===== src/rtl/vend_arbiter_if.sv =====
// Bundle of signals between two coin requesters, the arbiter and the shared vending core.
// The slave modport is the arbiter's view; the master modport is the environment's view.
interface vend_arbiter_if;
    logic [1:0] req0_coin;
    logic [1:0] req1_coin;
    logic [1:0] gnt;
    logic [1:0] core_coin;
    logic       core_rstn;
    logic       core_sell;
    logic [1:0] core_change;
    logic       sell0;
    logic       sell1;
    logic [1:0] change0;
    logic [1:0] change1;
    logic       refund_vld;
    logic       refund_who;
    logic [2:0] refund_amt;

    modport slave (
        input  req0_coin, req1_coin, core_sell, core_change,
        output gnt, core_coin, core_rstn, sell0, sell1, change0, change1,
               refund_vld, refund_who, refund_amt
    );

    modport master (
        output req0_coin, req1_coin, core_sell, core_change,
        input  gnt, core_coin, core_rstn, sell0, sell1, change0, change1,
               refund_vld, refund_who, refund_amt
    );
endinterface


===== src/rtl/vend_arbiter.sv =====
// Round-robin arbiter that shares one vending core between two coin requesters,
// forwarding coins, routing sell/change back and refunding credit on idle timeout.
module vend_arbiter #(
    parameter int TIMEOUT = 16
) (
    input logic          clk,
    input logic          rstn,
    vend_arbiter_if.slave bus
);
    localparam logic [2:0] IDLE  = 3'd0;
    localparam logic [2:0] OWN0  = 3'd1;
    localparam logic [2:0] OWN1  = 3'd2;
    localparam logic [2:0] DONE  = 3'd3;
    localparam logic [2:0] FLUSH = 3'd4;

    localparam logic [7:0] TMO_LAST = 8'(TIMEOUT - 1);

    logic [2:0] state, state_nxt;
    logic       owner;
    logic       ptr;
    logic [2:0] credit;
    logic [7:0] timer;

    logic [1:0] core_coin_p1;
    logic       core_rstn_p1;
    logic       sell0_p1, sell1_p1;
    logic [1:0] change0_p1, change1_p1;

    logic       owning, ok0, ok1, pick, accept, sell_now, timed_out;
    logic [1:0] own_coin;

    function automatic logic coin_legal(input logic [1:0] coin);
        return (coin == 2'b01) || (coin == 2'b10);
    endfunction

    // Coin code doubles as its value in half-units.
    function automatic logic [2:0] credit_sat_add(input logic [2:0] acc, input logic [1:0] coin);
        logic [3:0] sum;
        sum = {1'b0, acc} + {2'b00, coin};
        return (sum > 4'd7) ? 3'd7 : sum[2:0];
    endfunction

    always_comb begin
        owning    = (state == OWN0) || (state == OWN1);
        own_coin  = owner ? bus.req1_coin : bus.req0_coin;
        ok0       = coin_legal(bus.req0_coin);
        ok1       = coin_legal(bus.req1_coin);
        pick      = (ok0 && ok1) ? ~ptr : ok1;
        accept    = owning && coin_legal(own_coin) && !bus.core_sell;
        sell_now  = owning && bus.core_sell;
        timed_out = owning && !bus.core_sell && !accept && (timer == TMO_LAST);

        state_nxt = state;
        case (state)
            IDLE:       if (ok0 || ok1) state_nxt = pick ? OWN1 : OWN0;
            OWN0, OWN1: begin
                if (bus.core_sell)  state_nxt = DONE;
                else if (timed_out) state_nxt = FLUSH;
            end
            DONE, FLUSH: state_nxt = IDLE;
            default:     state_nxt = IDLE;
        endcase
    end

    // Stage p0 -> p1: arbitration state and registered core/requester outputs
    always_ff @(posedge clk) begin
        if (!rstn) begin
            state        <= IDLE;
            ptr          <= 1'b1;  // "last served = 1" lets requester 0 win the first tie
            owner        <= 1'b0;
            credit       <= 3'd0;
            timer        <= 8'd0;
            core_coin_p1 <= 2'b00;
            core_rstn_p1 <= 1'b0;
            sell0_p1     <= 1'b0;
            sell1_p1     <= 1'b0;
            change0_p1   <= 2'b00;
            change1_p1   <= 2'b00;
        end else begin
            state        <= state_nxt;
            core_rstn_p1 <= (state_nxt != FLUSH);
            core_coin_p1 <= accept ? own_coin : 2'b00;
            sell0_p1     <= sell_now && !owner;
            sell1_p1     <= sell_now && owner;
            change0_p1   <= (sell_now && !owner) ? bus.core_change : 2'b00;
            change1_p1   <= (sell_now && owner)  ? bus.core_change : 2'b00;

            if (state == IDLE && (ok0 || ok1)) begin
                owner  <= pick;
                credit <= 3'd0;
                timer  <= 8'd0;
            end else if (accept) begin
                credit <= credit_sat_add(credit, own_coin);
                timer  <= 8'd0;
            end else if (owning) begin
                timer  <= timer + 8'd1;
            end

            if (sell_now || state == FLUSH) ptr <= owner;
        end
    end

    always_comb begin
        bus.gnt         = (state == OWN0) ? 2'b01 : (state == OWN1) ? 2'b10 : 2'b00;
        bus.core_coin   = core_coin_p1;
        bus.core_rstn   = core_rstn_p1;
        bus.sell0       = sell0_p1;
        bus.sell1       = sell1_p1;
        bus.change0     = change0_p1;
        bus.change1     = change1_p1;
        bus.refund_vld  = (state == FLUSH) && (credit != 3'd0);
        bus.refund_who  = bus.refund_vld && owner;
        bus.refund_amt  = bus.refund_vld ? credit : 3'd0;
    end
endmodule


===== src/flat_wrapper.sv =====
// flat-port wrapper written by rule: the top's interface ports become plain ports
module vend_arbiter_flat 
#(
    parameter int TIMEOUT = 16
)
  (clk, rstn, bus_req0_coin, bus_req1_coin, bus_core_sell, bus_core_change, bus_gnt, bus_core_coin, bus_core_rstn, bus_sell0, bus_sell1, bus_change0, bus_change1, bus_refund_vld, bus_refund_who, bus_refund_amt);
  vend_arbiter_if bus_i ();
  input logic clk;
  input logic rstn;
  input wire logic [$bits(bus_i.req0_coin)-1:0] bus_req0_coin;
  input wire logic [$bits(bus_i.req1_coin)-1:0] bus_req1_coin;
  input wire logic [$bits(bus_i.core_sell)-1:0] bus_core_sell;
  input wire logic [$bits(bus_i.core_change)-1:0] bus_core_change;
  output wire logic [$bits(bus_i.gnt)-1:0] bus_gnt;
  output wire logic [$bits(bus_i.core_coin)-1:0] bus_core_coin;
  output wire logic [$bits(bus_i.core_rstn)-1:0] bus_core_rstn;
  output wire logic [$bits(bus_i.sell0)-1:0] bus_sell0;
  output wire logic [$bits(bus_i.sell1)-1:0] bus_sell1;
  output wire logic [$bits(bus_i.change0)-1:0] bus_change0;
  output wire logic [$bits(bus_i.change1)-1:0] bus_change1;
  output wire logic [$bits(bus_i.refund_vld)-1:0] bus_refund_vld;
  output wire logic [$bits(bus_i.refund_who)-1:0] bus_refund_who;
  output wire logic [$bits(bus_i.refund_amt)-1:0] bus_refund_amt;
  assign bus_i.req0_coin = bus_req0_coin;
  assign bus_i.req1_coin = bus_req1_coin;
  assign bus_i.core_sell = bus_core_sell;
  assign bus_i.core_change = bus_core_change;
  assign bus_gnt = bus_i.gnt;
  assign bus_core_coin = bus_i.core_coin;
  assign bus_core_rstn = bus_i.core_rstn;
  assign bus_sell0 = bus_i.sell0;
  assign bus_sell1 = bus_i.sell1;
  assign bus_change0 = bus_i.change0;
  assign bus_change1 = bus_i.change1;
  assign bus_refund_vld = bus_i.refund_vld;
  assign bus_refund_who = bus_i.refund_who;
  assign bus_refund_amt = bus_i.refund_amt;
  vend_arbiter #(.TIMEOUT(TIMEOUT)) u_core (.clk(clk), .rstn(rstn), .bus(bus_i));
endmodule

===== config.mk =====
export PLATFORM = sky130hd
export DESIGN_NAME = vend_arbiter_flat
export DESIGN_NICKNAME = d
export VERILOG_FILES = /design/src/rtl/vend_arbiter_if.sv /design/src/rtl/vend_arbiter.sv /design/src/flat_wrapper.sv
export SDC_FILE = /design/constraint.sdc
export NUM_CORES = 1
export LEC_CHECK = 0
export CAP_MARGIN = 20
export CORE_MARGIN = 2
export CORE_UTILIZATION = 61
export DETAILED_ROUTE_END_ITERATION = 10
export DONT_BUFFER_PORTS = 1
export PLACE_DENSITY_LB_ADDON = 0.15
export SYNTH_ARGS = -nofsm -noshare
export SYNTH_HDL_FRONTEND = slang
export SYNTH_SLANG_ARGS = --single-unit

===== constraint.sdc =====
create_clock -name clk -period 2.67 [get_ports clk]
set_input_delay 0.4005 -clock clk [delete_from_list [all_inputs] [get_ports clk]]
set_output_delay 0.4005 -clock clk [all_outputs]
set_load 0.005 [all_outputs]

==> flow_summary_export.csv, run 1 <==
group,metric,value,unit
run_status,status,"finished, final reports clean",
sta,finalWorstPathRequiredPeriod,2.19,ns
sta,report.final.slew_viol_count,0,
clocking,cts_setup_buffers,0,
finish,utilization,0.663,
routing,top_layer_used,"met4",
power,p_int,0.000666,W
logic_synthesis,ys_warn_count,0,
flow_run,cap_viol_max_count,0,
clocking,clockBufferDepth,2,
power,peakVddDrop,0.634,mV
worst_setup_path,crit_path_end_kind,"output pin",
logic_synthesis,yosysSeqAreaShare,0.404,
worst_setup_path,critical_path_class,"reg -> out",
clocking,cts_tree,"yes",
sta,tightest_slew,0.496,ns
clocking,cts_buffers,3,
logic_synthesis,synth-edff-count,0,
routing,avgRoutedWirePerCell,15.4,um
routing,dr_wl_met3,137,um
global_route,grtUsageTotal,0.212,
routing,postRouteAntennaNets,0,
sta,fmax,457,MHz
power,p_seq_frac,0.436,
global_route,grt_pass1_vias,842,
routing,wl_met1,1100,um
clocking,clk_latency,0.31,ns
power,power_density,866,mW/mm^2
logic_synthesis,synthCells,127,
power,power_switching,0.000449,W
routing,wl,2370,um
logic_synthesis,ys_types,41,
placed_design,io_buffers,0,
logic_synthesis,syn-num-nets,140,
power,p_total,0.00112,W
finish,drive_gt1_frac,0.142,
logic_synthesis,avgSynthCellArea,9.74,sq um
logic_synthesis,synthArstFlopShare,0,
min_path,hold_class,"in -> reg",
worst_setup_path,critPathLaunchType,"register",
routing,drt-vias-per-instance,6.03,
power,swShare,0.403,
placed_design,dpl.cell_count,150,
sta,post-route-period-util,0.820,
sta,skew,0.00266,ns
finish,final_nets,141,
clocking,clock-root-buffer,"clkbuf_4",
placed_design,dp_hpwl,1830,um
logic_synthesis,synth_ff_type,"dfxtp_1",
die,rows,16,
sta,fin_ws,0.480,ns
global_route,grt_max_degree,16,
finish,fin_cells,154,
clocking,ctsResizeCount,0,
sta,finalHoldViolCount,0,
placed_design,place_ws,0.667,ns
die,num_io_pins,25,
power,clock_power_share,0.155,
placed_design,gp_congestion,0.879,
sta,rsz0062_at_grt,"no",
sta,slew_headroom,0.668,
worst_setup_path,worstPathRequired,2.27,ns
clocking,h-tree-depth,1,
global_route,antenna_found_initial,0,
power,power_frac_comb,0.409,
routing,drt_iter0_drc,27,
clocking,cts.sinks,25,
worst_setup_path,cp_max_fo,12,
logic_synthesis,syn_area,0.00124,sq mm
global_route,grt_overflow,0,
die,fp.dieH,49.0,um
routing,drtPass1Iterations,5,
logic_synthesis,ys_ff_latch,25,
sta,setup_violations,0,
die,core_area,0.00194,sq mm
global_route,grt_pass1_wl,3970,um
clocking,hold_buffers,0,
die,start_util,0.637,
finish,n_antenna_cell,0,
worst_setup_path,critical_path_arrival,1.79,ns
power,power.leakage,0.478,nW
sta,fin_tns_setup,0,ns
die,die_w,49.0,um
routing,routed-wl-met2,1100,um
clocking,clk_pin_slew,0.14,ns
routing,num_vias,929,
die,die-area,0.00240,sq mm
finish,syn2layout_area_growth,4.04,%
routing,remaining_drc_errors,0,
## flip-flops by register name (all words and copies together) (netlist names)
name,flops
u_core.owner,1
u_core.state,3
u_core.bus.change1,2
u_core.credit,3
u_core.bus.core_coin,2
u_core.ptr,1
u_core.bus.sell0,1
u_core.bus.sell1,1
u_core.timer,8
u_core.bus.change0,2
u_core.bus.core_rstn,1
## synth_stat cells, drive strengths merged, types with 3 or more instances
cell / number / area (sq um)
nand2: 9 / 36.3
xor2: 5 / 51.3
nor3: 8 / 50.1
nor2: 9 / 36.3
nor2b: 3 / 18.8
and3: 4 / 25.0
dfxtp: 25 / 500
nor4: 3 / 18.8
xnor2: 6 / 60.1
nand2b: 3 / 18.8
a21oi: 4 / 20.0
nand4: 3 / 18.8
buf: 3 / 13.8
nor3b: 4 / 30.0
mux2: 3 / 33.8
ha: 3 / 37.5
and2: 9 / 56.3
## metrics by stage
stage / hold slack (ns) / cell area, sq um
6_report: 0.142 / 1290
5_1_grt: 0.130 / 1290
4_1_cts: 0.142 / 1290
3_5_place_dp: 0.472 / 1260
3_3_place_gp: 0.454 / 1260
2_1_floorplan: 0.449 / 1240
## final timing paths
kind,to,start,cells after the start,slack (ns)
max,bus_refund_who,u_core.state[2],3,0.48
max reg2reg,u_core.credit[1],u_core.owner,6,0.65
min reg2reg,u_core.timer[1],u_core.timer[1],2,0.50
min,u_core.state[2],bus_core_sell,1,0.14
## power by group through the flow
stage / registers (W) / logic [W] / clock network (W)
6_report: 0.000487 / 0.000456 / 0.000173
5_1_grt: 0.000494 / 0.000503 / 0.000188
3_5_place_dp: 0.000495 / 0.000454 / 0
2_1_floorplan: 0.000467 / 0.000395 / 0
4_1_cts: 0.000486 / 0.000455 / 0.000175
3_3_place_gp: 0.000492 / 0.000438 / 0
## worst max-delay path: stages, from the launching register on
cell	delay, ns
dfxtp_1	0.59
nor3b_1	0.48
o31a_1	0.26
and2_1	0.15
## cell usage in the layout, fill, tap and decap left out, drive strengths merged
cell,instances
o31a,2
ha,3
nor4,3
xnor2,6
o311ai,1
fa,1
a21oi,4
mux2,3
nor2b,3
and3,4
nand4,3
clkinvlp,1
clkbuf,3
a211oi,1
inv,1
dfxtp,25
o311a,1
o21ai,1
and4,1
xor2,5
nand3,2
mux2i,2
and4bb,1
a221o,1
nand2,9
a41o,2
nand2b,3
buf,1
a31oi,2
nor3,8
and3b,1
nor2,9
and2,9
nor3b,4
a32oi,1
## cell families (layout without fill, tap and decap cells)
family / count (synthesis) / after routing / synth area share
adders and majority gates: 4 / 4 / 0.0465
xor gates and xnor gates: 11 / 11 / 0.0900
buffers and inverters: 6 / 6 / 0.0202
and+or+nand+nor: 60 / 60 / 0.282
DFF: 25 / 25 / 0.404
AOI/OAI and AO/OA: 16 / 16 / 0.113
muxes: 5 / 5 / 0.0435
## routing by layer
layer,GRT usage,vias to the layer above
met4,0.0571,0
met3,0.0368,4
met2,0.331,31
li1,-,460
met1,0.301,434
met5,0,-
## layout make-up
type | instances | area (sq um)
Tap cell | 27 | 33.8
Timing Repair Buffer | 1 | 7.51
Inverter | 1 | 3.75
Fill cell | 175 | 654
Sequential cell | 25 | 500
Clock inverter | 1 | 7.51
Clock buffer | 3 | 22.5
Multi-Input combinational cell | 96 | 712
(Power assumes the default switching activity.)
==> run 2: changes to the inputs <==
- clock period: 2.67 -> 2.17 ns (I/O delays scaled with it)
==> flow_summary_export.csv, run 2 (synthesis gave the netlist of run 1 again) <==
group,metric,value,unit
placed_design,gp_congestion,0.878,
clocking,clock-root-buffer,"clkbuf_4",
global_route,grtUsageTotal,0.224,
finish,final_nets,142,
global_route,gr-max-usage-layer,"met2",
routing,postRouteAntennaNets,0,
global_route,met2_usage,0.363,
worst_setup_path,cp_max_fo,2,
global_route,grt_pass1_vias,926,
global_route,grt_overflow,0,
min_path,worstHoldStart,"bus_core_sell",
global_route,grt_pass1_wl,4150,um
global_route,grtUsageMet3,0.0552,
die,start_util,0.637,
min_path,holdPathEnd,"u_core.state[2]",
finish,n_fill_cell,167,
power,power_density,1060,mW/mm^2
worst_setup_path,cpMaxStageDelayCell,"fa_1",
worst_setup_path,reg2reg_depth,6,
worst_setup_path,path_cells,"mux2_2, ha_1, fa_1, nor4_2, and3_1, nor3_1",
finish,largest_reg_flops,8,
min_path,hold_class,"in -> reg",
sta,fmax,483,MHz
routing,drt_iter0_drc,21,
sta,post-route-period-util,0.954,
placed_design,io_buffers,0,
finish,mostFrequentLayoutCells,"dfxtp_1 (25), and2_1 (9), nand2_1 (8), nor2_1 (8), nor3_1 (6)",
finish,fin_cells,155,
worst_setup_path,r2r-end,"u_core.credit[1]",
placed_design,dpl.cell_count,151,
power,power.leakage,0.485,nW
sta,slew_headroom,0.624,
global_route,use_met1,0.285,
routing,wl,2370,um
clocking,cts.sinks,25,
worst_setup_path,critical_path_arrival,2.28,ns
routing,remaining_drc_errors,0,
worst_setup_path,ff2ff_setup_slack,0.1,ns
worst_setup_path,critPathTopFamily,"adder cells",
sta,setup_violations,0,
clocking,clk_pin_slew,0.12,ns
die,die_w,49.0,um
routing,avgRoutedWirePerCell,15.3,um
global_route,antenna_found_initial,0,
die,die-area,0.00240,sq mm
placed_design,dp_hpwl,1790,um
sta,fin_tns_setup,0,ns
finish,final_common_cell,"dfxtp_1",
die,num_io_pins,25,
sta,finalWorstPathRequiredPeriod,2.07,ns
clocking,hold_buffers,0,
run_status,status,"finished, final reports clean",
global_route,grt_max_degree,14,
routing,drtPass1Iterations,4,
clocking,cts_buffers,3,
clocking,clk_latency,0.31,ns
die,fp.dieH,49.0,um
worst_setup_path,crit_path_end_kind,"register",
worst_setup_path,crit_buf_inv,0,
finish,n_antenna_cell,0,
clocking,ctsResizeCount,0,
finish,drive_gt1_frac,0.148,
finish,top_regs,"u_core.timer (8), u_core.credit (3), u_core.state (3)",
min_path,holdPathStages,1,
clocking,cts_tree,"yes",
die,rows,16,
sta,report.final.slew_viol_count,0,
placed_design,placed_area,0.00126,sq mm
die,core_area,0.00194,sq mm
flow_run,cap_viol_max_count,0,
clocking,cts_setup_buffers,0,
power,peakVddDrop,0.773,mV
sta,skew,0.00332,ns
sta,tightest_slew,0.561,ns
finish,design_area,0.00130,sq mm
sta,finalHoldViolCount,0,
clocking,h-tree-depth,1,
worst_setup_path,critPathLaunchType,"register",
routing,drt-vias-per-instance,6.15,
worst_setup_path,critical_path_class,"reg -> reg",
worst_setup_path,worstPathRequired,2.38,ns
finish,top_register,"u_core.timer",
finish,syn2layout_area_growth,4.85,%
worst_setup_path,cpPeakStageDelay,0.53,ns
clocking,clockBufferDepth,2,
routing,num_vias,954,
worst_setup_path,r2r-start,"u_core.owner",
## run 2: how the worst max path moves through the flow
stage	from	endpoint	slack, ns	cells after the start
2_1_floorplan	u_core.owner	u_core.credit[1]	0.11	7
4_1_cts	u_core.owner	u_core.credit[1]	0.17	6
3_5_place_dp	u_core.owner	u_core.credit[1]	0.19	6
5_1_grt	u_core.owner	u_core.credit[1]	-0.02	6
6_report	u_core.owner	u_core.credit[1]	0.1	6
3_3_place_gp	u_core.owner	u_core.credit[1]	0.27	6
## run 2: per-layer routing
layer | vias up | wire (um) | part of all wire
met5 | - | 0 | 0
met4 | 0 | 51 | 0.022
met3 | 9 | 157 | 0.066
met2 | 40 | 1070 | 0.45
met1 | 442 | 1100 | 0.46
li1 | 463 | - | -
## run 2: power by group
group | switching [W] | internal, W
clock network | 0.000129 | 0.0000719
logic | 0.000345 | 0.000231
registers | 0.0000757 | 0.000522
total | 0.000550 | 0.000825
## run 2: through the flow
step	total power (W)	util	hold WS (ns)	setup WS, ns
6_report	0.00138	0.668	0.0703	0.0998
3_5_place_dp	0.00117	0.651	0.403	0.192
5_1_grt	0.00147	0.668	0.0537	-0.0201
4_1_cts	0.00137	0.665	0.0608	0.175
3_3_place_gp	0.00115	0.651	0.390	0.270
2_1_floorplan	0.00106	-	0.447	0.113
## run 2: cell type report
class	count	area [sq um]	area share
repair buffers	2	15.0	0.0116
clock buffers	4	26.3	0.0203
well taps	27	33.8	0.0260
multi-input cells	96	718	0.554
inverters	1	3.75	0.00289
flip-flops and latches	25	500	0.386
==> run 3: changes to the inputs <==
- RECOVER_POWER: not set -> 100
==> flow_summary_export.csv, run 3 (synthesis gave the netlist of run 1 again) <==
group,metric,value,unit
run_status,status,"finished, final reports clean",
sta,skew,0.000914,ns
clocking,clk_latency,0.31,ns
worst_setup_path,r2r-end,"u_core.credit[1]",
finish,drive_gt1_frac,0.0938,
placed_design,dpl.cell_count,151,
routing,dr_wl_met3,119,um
global_route,grt_pass1_wl,4150,um
sta,fin_ws,0.100,ns
power,peakVddDrop,0.693,mV
finish,top_regs,"u_core.timer (8), u_core.credit (3), u_core.state (3)",
sta,finalHoldViolCount,0,
min_path,holdPathStages,1,
worst_setup_path,critical_path_class,"reg -> reg",
finish,final_common_cell,"dfxtp_1",
finish,n_antenna_cell,0,
routing,postRouteAntennaNets,0,
worst_setup_path,crit_buf_inv,0,
worst_setup_path,critPathLaunchType,"register",
worst_setup_path,worstPathRequired,2.39,ns
finish,largest_reg_flops,8,
worst_setup_path,critPathLaunch,"u_core.owner",
die,fp.dieH,49.0,um
routing,drt_iter0_drc,22,
clocking,cts_buffers,3,
sta,whs,0.0682,ns
min_path,hold_class,"in -> reg",
worst_setup_path,r2r-start,"u_core.owner",
min_path,worstHoldStart,"rstn",
finish,top_register,"u_core.timer",
clocking,cts.sinks,25,
sta,slew_headroom,0.414,
finish,mostFrequentLayoutCells,"dfxtp_1 (25), nand2_1 (9), nor2_1 (9)",
routing,avgRoutedWirePerCell,15.7,um
global_route,grtUsageTotal,0.224,
clocking,cts_tree,"yes",
worst_setup_path,critical_path_arrival,2.29,ns
global_route,antenna_found_initial,0,
worst_setup_path,critPathTopFamily,"adder cells",
sta,tightest_slew,0.873,ns
sta,setup_violations,0,
routing,routed-wl-met2,1060,um
worst_setup_path,cpPeakStageDelay,0.53,ns
placed_design,io_buffers,0,
placed_design,place_ws,0.192,ns
sta,post-route-period-util,0.954,
routing,remaining_drc_errors,0,
die,die_w,49.0,um
routing,drtPass1Iterations,5,
finish,fin_cells,155,
power,power.leakage,0.470,nW
routing,num_vias,936,
die,start_util,0.637,
routing,wl_met1,1190,um
die,die-area,0.00240,sq mm
flow_run,cap_viol_max_count,0,
placed_design,gp_congestion,0.878,
finish,syn2layout_area_growth,1.62,%
clocking,clock-root-buffer,"clkbuf_4",
clocking,h-tree-depth,1,
worst_setup_path,cp_max_fo,2,
placed_design,dp_hpwl,1790,um
finish,final_nets,142,
die,num_io_pins,25,
die,rows,16,
clocking,clockBufferDepth,2,
routing,top_layer_used,"met4",
worst_setup_path,reg2reg_depth,6,
die,core_area,0.00194,sq mm
routing,drt-vias-per-instance,6.04,
clocking,clk_pin_slew,0.12,ns
worst_setup_path,ff2ff_setup_slack,0.10,ns
global_route,grt_overflow,0,
global_route,grt_max_degree,14,
power,p_total,0.00132,W
sta,report.final.slew_viol_count,0,
min_path,holdPathEnd,"u_core.ptr",
sta,finalWorstPathRequiredPeriod,2.07,ns
sta,fmax,483,MHz
power,power_density,1050,mW/mm^2
routing,wl,2430,um
worst_setup_path,cpMaxStageDelayCell,"fa_1",
global_route,grt_pass1_vias,926,
worst_setup_path,path_cells,"mux2_2, ha_1, fa_1, nor4_2, and3_1, nor3_1",
worst_setup_path,crit_path_end_kind,"register",
run 3: how the worst max path moves through the flow:
| stage | slack [ns] | end | depth (start not counted) |
|---|---|---|---|
| detailed placement | 0.19 | u_core.credit[1] | 6 |
| floorplan | 0.11 | u_core.credit[1] | 7 |
| CTS | 0.17 | u_core.credit[1] | 6 |
| finish | 0.10 | u_core.credit[1] | 6 |
| global route | -0.02 | u_core.credit[1] | 6 |
| global placement | 0.27 | u_core.credit[1] | 6 |
run 3: timing repair:
item | 4_1_cts | 5_1_grt
hold endpoints to repair | 0 | 0
resized for setup | 0 | 1
hold buffers | 0 | 0
endpoints found under the setup margin | 0 | 1
buffers inserted | 0 | 0
run 3: final cells by class:
type | count | area (sq um)
clock buffer | 4 | 26.3
fill | 172 | 684
inverter | 1 | 3.75
multi-input combinational | 96 | 678
sequential | 25 | 500
tap | 27 | 33.8
timing repair buffer | 2 | 15.0
run 3: power by group:
part | switching, W | internal (W)
registers | 0.0000650 | 0.000522
clock network | 0.000131 | 0.0000719
logic | 0.000326 | 0.000201
run 3: metal layers:
layer / track usage / vias to the layer above
li1: - / 461
met5: 0 / -
met1: 0.285 / 436
met3: 0.0552 / 9
met4: 0.0952 / 0
met2: 0.363 / 30
run 3: through the flow:
stage                     instance area, sq um  TNS [ns]   util
final                                     1260         0  0.648
after global routing                      1260   -0.0198  0.648
after CTS                                 1290         0  0.665
after detailed placement                  1260         0  0.651
after global placement                    1260         0  0.651
after floorplan                           1240         0      -
